[src/rtl/alien_spawn_scheduler.sv]
// Alien spawn scheduler: paces alien spawns per frame, tracks live/remaining
// aliens per level, freezes after player death and pauses between levels.
module alien_spawn_scheduler #(
   parameter int SPAWN_INTERVAL = 120,
   parameter int TOTAL_ALIENS   = 8,
   parameter int MAX_ACTIVE     = 3,
   parameter int DEATH_FREEZE   = 60,
   parameter int CLEAR_FRAMES   = 90
) (
   input  logic       clk,
   input  logic       reset,
   input  logic       startOfFrame,
   input  logic [3:0] alien_died,
   input  logic       player_died,
   input  logic       spawn_point_free,
   output logic [3:0] alien_active,
   output logic [3:0] alien_spawn,
   output logic [2:0] alive_count,
   output logic [4:0] remaining,
   output logic       level_clear,
   output logic [3:0] level_num,
   output logic [1:0] sched_state
);

   typedef enum logic [1:0] {
      ST_RUN    = 2'd0,
      ST_FREEZE = 2'd1,
      ST_CLEAR  = 2'd2
   } state_e;

   localparam logic [7:0] SPAWN_TH  = 8'(SPAWN_INTERVAL);
   localparam logic [7:0] FREEZE_TH = 8'(DEATH_FREEZE);
   localparam logic [7:0] CLEAR_TH  = 8'(CLEAR_FRAMES);
   localparam logic [2:0] MAX_ACT   = 3'(MAX_ACTIVE);
   localparam logic [4:0] TOTAL     = 5'(TOTAL_ALIENS);

   // Number of set bits in a 4-bit slot mask.
   function automatic logic [2:0] popcount4(input logic [3:0] v);
      popcount4 = {2'b00, v[0]} + {2'b00, v[1]} + {2'b00, v[2]} + {2'b00, v[3]};
   endfunction

   // One-hot of the lowest-index clear bit (zero when all slots are taken).
   function automatic logic [3:0] lowest_free(input logic [3:0] act);
      if (!act[0]) begin
         lowest_free = 4'b0001;
      end else if (!act[1]) begin
         lowest_free = 4'b0010;
      end else if (!act[2]) begin
         lowest_free = 4'b0100;
      end else if (!act[3]) begin
         lowest_free = 4'b1000;
      end else begin
         lowest_free = 4'b0000;
      end
   endfunction

   state_e     state_q, state_d;
   logic [7:0] cnt_q, cnt_d;
   logic [3:0] active_q, active_d;
   logic [3:0] spawn_q, spawn_d;
   logic [2:0] alive_q, alive_d;
   logic [4:0] remaining_q, remaining_d;
   logic       level_clear_q, level_clear_d;
   logic [3:0] level_num_q, level_num_d;

   logic [7:0] thresh_s;
   logic [7:0] cnt_inc_s;
   logic [3:0] live_s;

   // Next-state logic: frame pacing, slot allocation, deaths and level flow.
   always_comb begin
      state_d       = state_q;
      cnt_d         = cnt_q;
      active_d      = active_q;
      spawn_d       = 4'b0000;
      remaining_d   = remaining_q;
      level_clear_d = 1'b0;
      level_num_d   = level_num_q;
      live_s        = active_q & ~alien_died;
      thresh_s      = SPAWN_TH;
      cnt_inc_s     = cnt_q;

      case (state_q)
         ST_RUN:    thresh_s = SPAWN_TH;
         ST_FREEZE: thresh_s = FREEZE_TH;
         ST_CLEAR:  thresh_s = CLEAR_TH;
         default:   thresh_s = SPAWN_TH;
      endcase

      // Frame counter saturates at the threshold of the current state.
      if (cnt_q >= thresh_s) begin
         cnt_inc_s = thresh_s;
      end else begin
         cnt_inc_s = cnt_q + 8'd1;
      end

      case (state_q)
         ST_RUN: begin
            if (player_died) begin
               // Surviving aliens go back into the pool for the next attempt.
               active_d    = 4'b0000;
               remaining_d = remaining_q + {2'b00, popcount4(live_s)};
               cnt_d       = 8'd0;
               state_d     = ST_FREEZE;
            end else if ((remaining_q == 5'd0) && (active_q == 4'b0000)) begin
               state_d       = ST_CLEAR;
               cnt_d         = 8'd0;
               level_clear_d = 1'b1;
               if (level_num_q == 4'd15) begin
                  level_num_d = 4'd15;
               end else begin
                  level_num_d = level_num_q + 4'd1;
               end
            end else begin
               active_d = live_s;
               if (startOfFrame) begin
                  // Slot choice and capacity use pre-death occupancy so a dying
                  // slot is never reloaded in the same cycle.
                  if ((cnt_inc_s >= SPAWN_TH) && (remaining_q != 5'd0) &&
                      (alive_q < MAX_ACT) && spawn_point_free) begin
                     spawn_d     = lowest_free(active_q);
                     active_d    = live_s | spawn_d;
                     remaining_d = remaining_q - 5'd1;
                     cnt_d       = 8'd0;
                  end else begin
                     cnt_d = cnt_inc_s;
                  end
               end else begin
                  cnt_d = cnt_q;
               end
            end
         end
         ST_FREEZE: begin
            if (startOfFrame) begin
               if (cnt_inc_s >= FREEZE_TH) begin
                  state_d = ST_RUN;
                  cnt_d   = 8'd0;
               end else begin
                  cnt_d = cnt_inc_s;
               end
            end else begin
               cnt_d = cnt_q;
            end
         end
         ST_CLEAR: begin
            if (startOfFrame) begin
               if (cnt_inc_s >= CLEAR_TH) begin
                  state_d     = ST_RUN;
                  cnt_d       = 8'd0;
                  remaining_d = TOTAL;
               end else begin
                  cnt_d = cnt_inc_s;
               end
            end else begin
               cnt_d = cnt_q;
            end
         end
         default: begin
            state_d = ST_RUN;
            cnt_d   = 8'd0;
         end
      endcase

      alive_d = popcount4(active_d);
   end

   // State and output registers with synchronous reset.
   always_ff @(posedge clk) begin
      if (reset) begin
         state_q       <= ST_RUN;
         cnt_q         <= 8'd0;
         active_q      <= 4'b0000;
         spawn_q       <= 4'b0000;
         alive_q       <= 3'd0;
         remaining_q   <= TOTAL;
         level_clear_q <= 1'b0;
         level_num_q   <= 4'd0;
      end else begin
         state_q       <= state_d;
         cnt_q         <= cnt_d;
         active_q      <= active_d;
         spawn_q       <= spawn_d;
         alive_q       <= alive_d;
         remaining_q   <= remaining_d;
         level_clear_q <= level_clear_d;
         level_num_q   <= level_num_d;
      end
   end

   assign alien_active = active_q;
   assign alien_spawn  = spawn_q;
   assign alive_count  = alive_q;
   assign remaining    = remaining_q;
   assign level_clear  = level_clear_q;
   assign level_num    = level_num_q;
   assign sched_state  = state_q;

endmodule

[config.mk]
export PLATFORM = sky130hd
export DESIGN_NAME = alien_spawn_scheduler
export DESIGN_NICKNAME = d
export VERILOG_FILES = /design/src/rtl/alien_spawn_scheduler.sv
export SDC_FILE = /design/constraint.sdc
export NUM_CORES = 1
export LEC_CHECK = 0
export ABC_AREA = 1
export CELL_PAD_IN_SITES_DETAIL_PLACEMENT = 1
export CELL_PAD_IN_SITES_GLOBAL_PLACEMENT = 1
export CORE_MARGIN = 4
export CORE_UTILIZATION = 40
export CTS_CLUSTER_DIAMETER = 80
export DETAILED_ROUTE_END_ITERATION = 16
export PLACE_DENSITY = 0.85
export RECOVER_POWER = 25
export SYNTH_ARGS = -nofsm -noshare
export SYNTH_HDL_FRONTEND = slang
export SYNTH_SLANG_ARGS = --single-unit
[constraint.sdc]
create_clock -name clk -period 4.4 [get_ports clk]
set_input_delay 1.1 -clock clk [delete_from_list [all_inputs] [get_ports clk]]
set_output_delay 1.1 -clock clk [all_outputs]
set_load 0.1 [all_outputs]
==> summary.md, run 1 <==
| Metric | Value |
|---|---|
| Count of placed standard cells in the final layout, fillers left out | 419 |
| Clk Latency, worst-skew pair | 0.29 ns |
| Drt via density | 5.100 |
| Antenna viol nets, final | 0 |
| Number of antenna violations at the first check in global routing | 0 |
| Share of async-settable or async-resettable flops after synthesis | 0% |
| Clock skew | 0.007936 ns |
| Top FF cell, synth | dfxtp_1 |
| Global router's overall resource usage | 18.84% |
| Power Density | 509.3 nW/um^2 |
| Headroom to the max-slew limit | 33.61% |
| Global-route wire length before repair | 10,700 microns |
| Detailed-routing iteration count for the pre-antenna-repair pass | 4 |
| Yosys reg bits | 31 |
| Worst Tran Pin Value | 0.9927 ns |
| Row count | 27 |
| Sink Count | 31 |
| DR iter-0 viols | 91 |
| Cells after DPL | 411 |
| Post-CTS setup buffer count | 0 |
| Die height | 83.23 microns |
| RSZ-0062 raised after global routing | no |
| Count of hold buffers inserted by post-cts repair | 0 |
| GRT Residual Overflow | 0 |
| Hold Crit Class | reg -> reg |
| Worst ir drop on vdd | 0.0003116 V |
| Fraction of layout instances using a drive strength above 1 | 17.87% |
| Number of antenna cells inserted | 0 |
| Final period util | 88.02% |
| Start point of the worst min-delay path | level_num[0] |
| Post-synthesis cell type with the largest combined area | dfxtp_1 |
| Clock tree from TritonCTS | built |
| NumNets Final | 369 |
| Via count of the first global-routing pass | 2,250 |
| Final-report hold violation count | 0 |
| Overall die area | 6926 sq um |
| Worst path required time | 4.54 ns |
| Count of flip-flops with a built-in enable after synthesis | 0 |
| Max-slew violation count | 0 |
| Critical path launch point type | flip-flop |
| Critical Path Fanout Max | 7 |
| R2R cell count | 22 |
| DIE WIDTH | 83.23 microns |
| Type of element capturing the critical path | flip-flop |
| Worst R2R Start | sched_state[0] |
| I/O Buffers | 31 |
| CTS buffer count | 5 |
| Area growth, synth to finish | 20.95% |
| Setup Slack @ Placement | 0.6437 ns |
| Endpoint of the worst hold path | level_num[0] |
| Run status | finished, final reports clean |
| Clock Tree Root | clkbuf_8 |
| Worst Path Class, Setup | reg -> reg |
| Cell count after synthesis | 314 |
| Commonest cells in the netlist | nand2_1, inv_1, dfxtp_1 |
| Setup slack of the critical path after layout | 0.5269 ns |
| Total of warnings raised by yosys | 0 |
| Post_cts resized | 0 |
| Hold Path Stages | 1 |
| Initial core utilization | 41.10% |
| Shortest clock period the worst path allows after layout | 3.873 ns |
| Fraction of post-synthesis cell area in the top cell type by area | 27.42% |
| Aggregate negative setup slack | 0 ns |
| Detailed placer's ending HPWL | 4985 microns |
| Reg-to-reg slack, setup | 0.53 ns |
| Leakage power | 1.161 nW |
| Ports | 32 |
| Worst reg2reg endpoint | alive_count[1] |
| Portion of the post-synthesis area used by sequential elements | 27.42% |
| Maximum number of pins on one net before global-route repair | 23 |
| Final core utilization | 49.72% |
| Most frequently used cell type in the post-synthesis netlist | nand2_1 |
| Core area | 5507 sq um |
| Total power draw | 1.394 mW |
| Mean post-synth cell area | 7.208 sq um |
| Max-cap check violation count | 0 |
| Detailed-route wire length per cell | 14.80 microns |
| Mapped cell area | 2263 sq um |
| Maximum frequency from static timing analysis | 258.2 MHz |
| Final setup fails | 0 |
| Level count of the clock H-tree | 2 |
| Synth top area cells | dfxtp_1, nand2_1, inv_1 |
| Nets in the synthesized netlist | 337 |
| Bufs on Longest Clock Path | 2 |
| Final weighted congestion in routability-driven placement | 0.8937 |
| Remaining DRCs | 0 |
| Critical path data arrival time | 4.01 ns |
| Routed wire length | 6203 microns |
| Number of distinct library cells after synthesis | 34 |
| Clk pin slew, worst setup/hold paths | 0.07 ns |
| Vias | 2,137 |
==> worst max-delay path by stage <==
stage                           to           start  slack, ns
floorplan           alive_count[1]  sched_state[1]       0.47
global placement      remaining[2]   alien_died[0]       0.72
detailed placement    remaining[2]   alien_died[0]       0.64
CTS                 alive_count[1]  sched_state[0]       0.70
global route        alive_count[1]  sched_state[0]       0.23
finish              alive_count[1]  sched_state[0]       0.53
==> routing by layer <==
layer  up-vias  wire [microns]  track usage [%]
met1      1021            2721            22.51
met4         0              59            5.052
met2        39            3193            33.89
met3         6             228            3.968
li1       1071               -                -
met5         -               0                0
==> cell type report <==
cell class,instances,area (sq um)
fillers,696,2769
multi-input cells,234,1438
flip-flops and latches,31,620.6
repair buffers,31,310.3
inverters,43,161.4
well taps,72,90.09
clock buffers,6,82.58
clock inverters,2,35.03
==> worst max-delay path: stages, from the launching register on <==
cell and delay [ns]:
dfxtp_1 0.51, inv_2 0.06, nor2_1 0.29, inv_1 0.14
ha_1 0.34, nand2_1 0.06, nor2_1 0.14, nand2_2 0.08
nand3_4 0.14, nand2_4 0.06, nand2_1 0.17, nor2_1 0.08
nand2_2 0.09, nand2_4 0.07, nand2_4 0.10, nor2_1 0.05
o21ai_1 0.16, nand2_1 0.10, fa_1 0.50, ha_1 0.20
ha_1 0.29, inv_1 0.06, nor2_1 0.03
==> metrics by stage <==
stage	instance area, sq um	hold slack, ns
floorplan	2263	0.4705
finish	2738	0.5138
global placement	2625	0.4959
detailed placement	2625	0.5065
global route	2738	0.5471
CTS	2743	0.5228
==> registers in the layout, summed over array words and instances (netlist names) <==
register,cells
cnt_q,8
level_clear,1
alive_count,3
alien_active,4
sched_state,2
level_num,4
alien_spawn,4
remaining,5
==> cell families after synthesis <==
group                    count (synthesis)  synth area share, %
AO/OA/AOI/OAI                           42                10.84
XOR/XNOR                                 7                2.709
adder cells (fa/ha/maj)                 14                9.066
buffers and inverters                   49                8.845
flip-flops                              31                27.42
AND/OR/NAND/NOR                        171                41.13
==> where the power goes <==
group	total (mW)	internal, mW	leakage (nW)	switching (mW)
Clock	0.295	0.183	0.0612	0.111
Combinational	0.733	0.209	0.849	0.524
Sequential	0.367	0.316	0.251	0.0511
==> cell usage in the layout (no fill, tap or decap), types with 5 or more instances in the layout <==
| cell | n |
|---|---|
| nand2_1 | 64 |
| inv_1 | 38 |
| dfxtp_1 | 31 |
| nor2_1 | 29 |
| clkdlybuf4s50_1 | 26 |
| nand3_1 | 23 |
| a21oi_1 | 19 |
| nand2_2 | 13 |
| nor2_2 | 11 |
| ha_1 | 10 |
| o21ai_0 | 7 |
| o21ai_1 | 6 |
| clkbuf_8 | 6 |
| xor2_1 | 5 |
| inv_2 | 5 |
| nand2_4 | 5 |
| nor3_1 | 5 |
| dlygate4sd3_1 | 5 |
Note: power is estimated with default switching activity, not from simulation.
==> inputs of run 2 (changes only) <==
--- a/config.mk
+++ b/config.mk
@@ -10,9 +10,8 @@
 export CELL_PAD_IN_SITES_GLOBAL_PLACEMENT = 1
 export CORE_MARGIN = 4
 export CORE_UTILIZATION = 40
-export CTS_CLUSTER_DIAMETER = 80
 export DETAILED_ROUTE_END_ITERATION = 16
-export PLACE_DENSITY = 0.85
+export PLACE_DENSITY = 0.9
 export RECOVER_POWER = 25
 export SYNTH_ARGS = -nofsm -noshare
 export SYNTH_HDL_FRONTEND = slang
==> run 2 against run 1 <==
Non-clock buffer count unchanged. Hold slack improved by 0.00066 ns. Worst setup slack improved by 0.060 ns. Flip-flop and latch count unchanged. Clock power decreased by 16%. Largest cell class unchanged.
==> summary.md, run 2 (synthesis gave the netlist of run 1 again) <==
| Metric | Value |
|---|---|
| Largest Register | cnt_q |
| Setup slack of the critical path after layout | 0.5873 ns |
| CTS buffer count | 5 |
| Type of element capturing the critical path | flip-flop |
| Level count of the clock H-tree | 2 |
| GRT Residual Overflow | 0 |
| Post-Layout Inst Area | 2718 sq um |
| Vias | 2,133 |
| R2R cell count | 22 |
| Power Density | 495.3 nW/um^2 |
| Fraction of layout instances using a drive strength above 1 | 17.29% |
| Core area | 5507 sq um |
| Clock Tree Root | clkbuf_8 |
| Number of antenna cells inserted | 0 |
| Aggregate negative setup slack | 0 ns |
| Hold Crit Class | reg -> reg |
| Shortest clock period the worst path allows after layout | 3.813 ns |
| Initial core utilization | 41.10% |
| Fill cells | 725 |
| Die height | 83.23 microns |
| Final weighted congestion in routability-driven placement | 0.8990 |
| Ports | 32 |
| Number of antenna violations at the first check in global routing | 0 |
| Worst path required time | 4.54 ns |
| Count of hold buffers inserted by post-cts repair | 0 |
| Global-route wire length before repair | 10,660 microns |
| Setup Slack @ Placement | 0.6391 ns |
| Commonest non-fill, non-tap cells in the layout | nand2_1, inv_1, dfxtp_1, nor2_1, clkdlybuf4s50_1 |
| Leakage power | 1.148 nW |
| Post-CTS setup buffer count | 0 |
| Bufs on Longest Clock Path | 2 |
| Routed wire length | 6107 microns |
| Clk pin slew, worst setup/hold paths | 0.06 ns |
| Final setup fails | 0 |
| Post_cts resized | 0 |
| I/O Buffers | 31 |
| Clock skew | 0.006398 ns |
| Worst ir drop on vdd | 0.0004058 V |
| Hold Path Stages | 2 |
| Critical Path Fanout Max | 7 |
| Critical path data arrival time | 3.96 ns |
| Maximum number of pins on one net before global-route repair | 23 |
| Most frequent standard cell in the layout excluding fill and tap cells | nand2_1 |
| Detailed-routing iteration count for the pre-antenna-repair pass | 4 |
| Number of flip-flops under the largest register name | 8 |
| Area growth, synth to finish | 20.07% |
| Cells after DPL | 411 |
| Headroom to the max-slew limit | 32.98% |
| Clk Latency, worst-skew pair | 0.29 ns |
| Detailed placer's ending HPWL | 4867 microns |
| Multi-input logic area | 1435 sq um |
| Final-report hold violation count | 0 |
| Sink Count | 31 |
| Max-slew violation count | 0 |
| Critical path launch point type | flip-flop |
| Worst Tran Pin Value | 1.002 ns |
| Clock tree from TritonCTS | built |
| RSZ-0062 raised after global routing | no |
| Overall die area | 6926 sq um |
| Antenna viol nets, final | 0 |
| Count of placed standard cells in the final layout, fillers left out | 419 |
| Maximum frequency from static timing analysis | 262.3 MHz |
| Row count | 27 |
| Final core utilization | 49.35% |
| Via count of the first global-routing pass | 2,263 |
| Cell Area, Placed | 2625 sq um |
| Worst Path Class, Setup | reg -> reg |
| Drt via density | 5.091 |
| DIE WIDTH | 83.23 microns |
| Footprint of the flip-flops and latches | 620.6 sq um |
| Max-cap check violation count | 0 |
| Remaining DRCs | 0 |
| NumNets Final | 369 |
| Final period util | 86.65% |
| Run status | finished, final reports clean |
| Detailed-route wire length per cell | 14.58 microns |
| DR iter-0 viols | 90 |
| Global router's overall resource usage | 18.78% |
==> run 2: worst paths after layout <==
check,start,end,slack (ns)
min reg2reg,cnt_q[1],cnt_q[1],0.51
min,cnt_q[1],cnt_q[1],0.51
max reg2reg,sched_state[0],alive_count[1],0.59
max,sched_state[0],alive_count[1],0.59
==> run 2: final cells by class <==
class,instances,share of cell area (%)
Clock buffer,8,3.683
Tap cell,72,3.315
Multi-Input combinational cell,234,52.81
Timing Repair Buffer,31,11.42
Inverter,43,5.939
Sequential cell,31,22.84
==> run 2: critical path, cell delays in order, from the launching register on <==
cell	delay, ns
dfxtp_1	0.50
inv_2	0.07
nor2_1	0.32
inv_1	0.14
ha_1	0.33
nand2_1	0.06
nor2_1	0.13
nand2_2	0.08
nand3_4	0.14
nand2_4	0.06
nand2_1	0.16
nor2_1	0.07
nand2_2	0.09
nand2_4	0.07
nand2_4	0.09
nor2_1	0.05
o21ai_1	0.15
nand2_1	0.10
fa_1	0.50
ha_1	0.20
ha_1	0.28
inv_1	0.05
nor2_1	0.03
==> run 2: metal layers <==
| metal | vias up | GRT usage, % | routed length [microns] |
|---|---|---|---|
| met5 | - | 0 | 0 |
| met2 | 22 | 33.09 | 3083 |
| li1 | 1081 | - | - |
| met4 | 0 | 6.389 | 100 |
| met1 | 1023 | 22.78 | 2772 |
| met3 | 7 | 3.472 | 151 |
==> run 2: report_power, final <==
group          switching, mW  internal, mW  total, mW
Clock                  0.105         0.143      0.247
Sequential            0.0522         0.316      0.368
Combinational          0.523         0.208      0.731
Total                  0.680         0.666       1.35
==> run 2: stage by stage <==
step	hold WS (ns)	power, mW
finish	0.5145	1.346
floorplan	0.4705	0.9449
detailed placement	0.4998	1.106
global route	0.5592	1.440
global placement	0.4977	1.085
CTS	0.5197	1.363
==> inputs of run 3 (changes only) <==
--- a/config.mk
+++ b/config.mk
@@ -6,13 +6,15 @@
 export NUM_CORES = 1
 export LEC_CHECK = 0
 export ABC_AREA = 1
+export CAP_MARGIN = 20
 export CELL_PAD_IN_SITES_DETAIL_PLACEMENT = 1
 export CELL_PAD_IN_SITES_GLOBAL_PLACEMENT = 1
 export CORE_MARGIN = 4
 export CORE_UTILIZATION = 40
 export DETAILED_ROUTE_END_ITERATION = 16
-export PLACE_DENSITY = 0.9
+export PLACE_DENSITY_LB_ADDON = 0.3
 export RECOVER_POWER = 25
+export SKIP_CTS_REPAIR_TIMING = 1
 export SYNTH_ARGS = -nofsm -noshare
 export SYNTH_HDL_FRONTEND = slang
 export SYNTH_SLANG_ARGS = --single-unit
==> run 3 against run 2 <==
Combinational power shrank 1%. Worst setup slack improved by 0.030 ns. Count of clock-buffer cells in the layout decreased by 1. Highest routed layer unchanged.
==> summary.md, run 3 (synthesis gave the netlist of run 1 again) <==
| Metric | Value |
|---|---|
| Bufs on Longest Clock Path | 2 |
| DR iter-0 viols | 57 |
| Multi-input logic area | 1438 sq um |
| RSZ-0062 raised after global routing | no |
| Worst ir drop on vdd | 0.0006864 V |
| Type of element capturing the critical path | flip-flop |
| Shortest clock period the worst path allows after layout | 3.783 ns |
| Max-cap check violation count | 0 |
| Commonest non-fill, non-tap cells in the layout | nand2_1, inv_1, dfxtp_1, nor2_1, clkdlybuf4s50_1 |
| DIE WIDTH | 83.23 microns |
| Detailed-routing iteration count for the pre-antenna-repair pass | 5 |
| Number of flip-flops under the largest register name | 8 |
| R2R cell count | 22 |
| Drt via density | 5.081 |
| Antenna viol nets, final | 0 |
| Level count of the clock H-tree | 2 |
| Hold Crit Class | reg -> reg |
| Overall die area | 6926 sq um |
| Detailed-route wire length per cell | 14.23 microns |
| Hold Path Stages | 1 |
| Critical path launch point type | flip-flop |
| Most frequent standard cell in the layout excluding fill and tap cells | nand2_1 |
| Sink Count | 31 |
| Count of placed standard cells in the final layout, fillers left out | 419 |
| Initial core utilization | 41.10% |
| GRT Residual Overflow | 0 |
| Clock skew | 0.01068 ns |
| Aggregate negative setup slack | 0 ns |
| Final period util | 85.98% |
| Global router's overall resource usage | 18.13% |
| I/O Buffers | 31 |
| Clk Latency, worst-skew pair | 0.29 ns |
| Routed wire length | 5961 microns |
| Footprint of the flip-flops and latches | 620.6 sq um |
| Maximum number of pins on one net before global-route repair | 23 |
| Largest Register | cnt_q |
| Fill cells | 718 |
| Worst Tran Pin Value | 0.9984 ns |
| Critical path data arrival time | 3.92 ns |
| Worst path required time | 4.54 ns |
| NumNets Final | 369 |
| Core area | 5507 sq um |
| Area growth, synth to finish | 19.35% |
| Leakage power | 1.147 nW |
| Global-route wire length before repair | 10,430 microns |
| Headroom to the max-slew limit | 33.23% |
| Via count of the first global-routing pass | 2,180 |
| Number of antenna violations at the first check in global routing | 0 |
| CTS buffer count | 5 |
| Final-report hold violation count | 0 |
| Final weighted congestion in routability-driven placement | 0.8617 |
| Max-slew violation count | 0 |
| Fraction of layout instances using a drive strength above 1 | 17.29% |
| Vias | 2,129 |
| Power Density | 483.2 nW/um^2 |
| Row count | 27 |
| Clk pin slew, worst setup/hold paths | 0.07 ns |
| Cells after DPL | 411 |
| Clock Tree Root | clkbuf_8 |
| Maximum frequency from static timing analysis | 264.3 MHz |
| Run status | finished, final reports clean |
| Detailed placer's ending HPWL | 4830 microns |
| Critical Path Fanout Max | 7 |
| Minimum hold slack | 0.5110 ns |
| Clock tree from TritonCTS | built |
| Number of antenna cells inserted | 0 |
| Final setup fails | 0 |
| Worst Path Class, Setup | reg -> reg |
| Ports | 32 |
| Die height | 83.23 microns |
| Remaining DRCs | 0 |
==> run 3: worst max-delay path, stage by stage, from the launching register on <==
cell and delay [ns]:
dfxtp_1 0.52, inv_2 0.06, nor2_1 0.29, inv_1 0.12, ha_1 0.32, nand3_1 0.09
nand2_1 0.07, nand2_2 0.07, nand3_4 0.12, nand2_2 0.11, nand2_2 0.08, nor2_1 0.18
nand2_2 0.10, nand2_4 0.09, nand2_4 0.07, o21ai_1 0.13, nand2_1 0.09, nand2_1 0.10
fa_1 0.42, ha_1 0.19, ha_1 0.29, inv_1 0.06, nor2_1 0.03
==> run 3: final cells by class <==
cell class	instances	area share, %
multi-input cells	234	53.22
flip-flops and latches	31	22.97
repair buffers	31	11.49
inverters	43	5.975
well taps	72	3.335
clock buffers	7	2.825
clock inverters	1	0.1853
==> run 3: report_power, final <==
part | total (mW) | switching [mW] | internal (mW)
clock | 0.215 | 0.104 | 0.111
sequential | 0.367 | 0.0517 | 0.316
combinational | 0.723 | 0.515 | 0.208
==> run 3: per-stage QoR <==
stage / area (sq um) / power [mW] / utilization, % / setup slack (ns)
finish: 2701 / 1.305 / 49.06 / 0.6170
CTS: 2706 / 1.322 / 49.15 / 0.7698
global route: 2701 / 1.403 / 49.06 / 0.3531
floorplan: 2263 / 0.9449 / - / 0.4684
global placement: 2625 / 1.091 / 47.67 / 0.6776
detailed placement: 2625 / 1.101 / 47.67 / 0.6210
==> run 3: worst paths after layout <==
kind,from,to,slack (ns)
worst max-delay path,sched_state[0],alive_count[1],0.62
worst max register to register,sched_state[0],alive_count[1],0.62
worst min-delay path,level_num[0],level_num[0],0.51
worst min register to register,level_num[0],level_num[0],0.51
==> run 3: routing by layer <==
metal	vias to the layer above	share of wire [%]	wire length, microns	global-route usage (%)
li1	1079	-	-	-
met3	13	2.5	151	3.274
met4	0	2.1	125	5.795
met2	31	47	2785	29.45
met1	1006	49	2899	24.29
met5	-	0	0	0
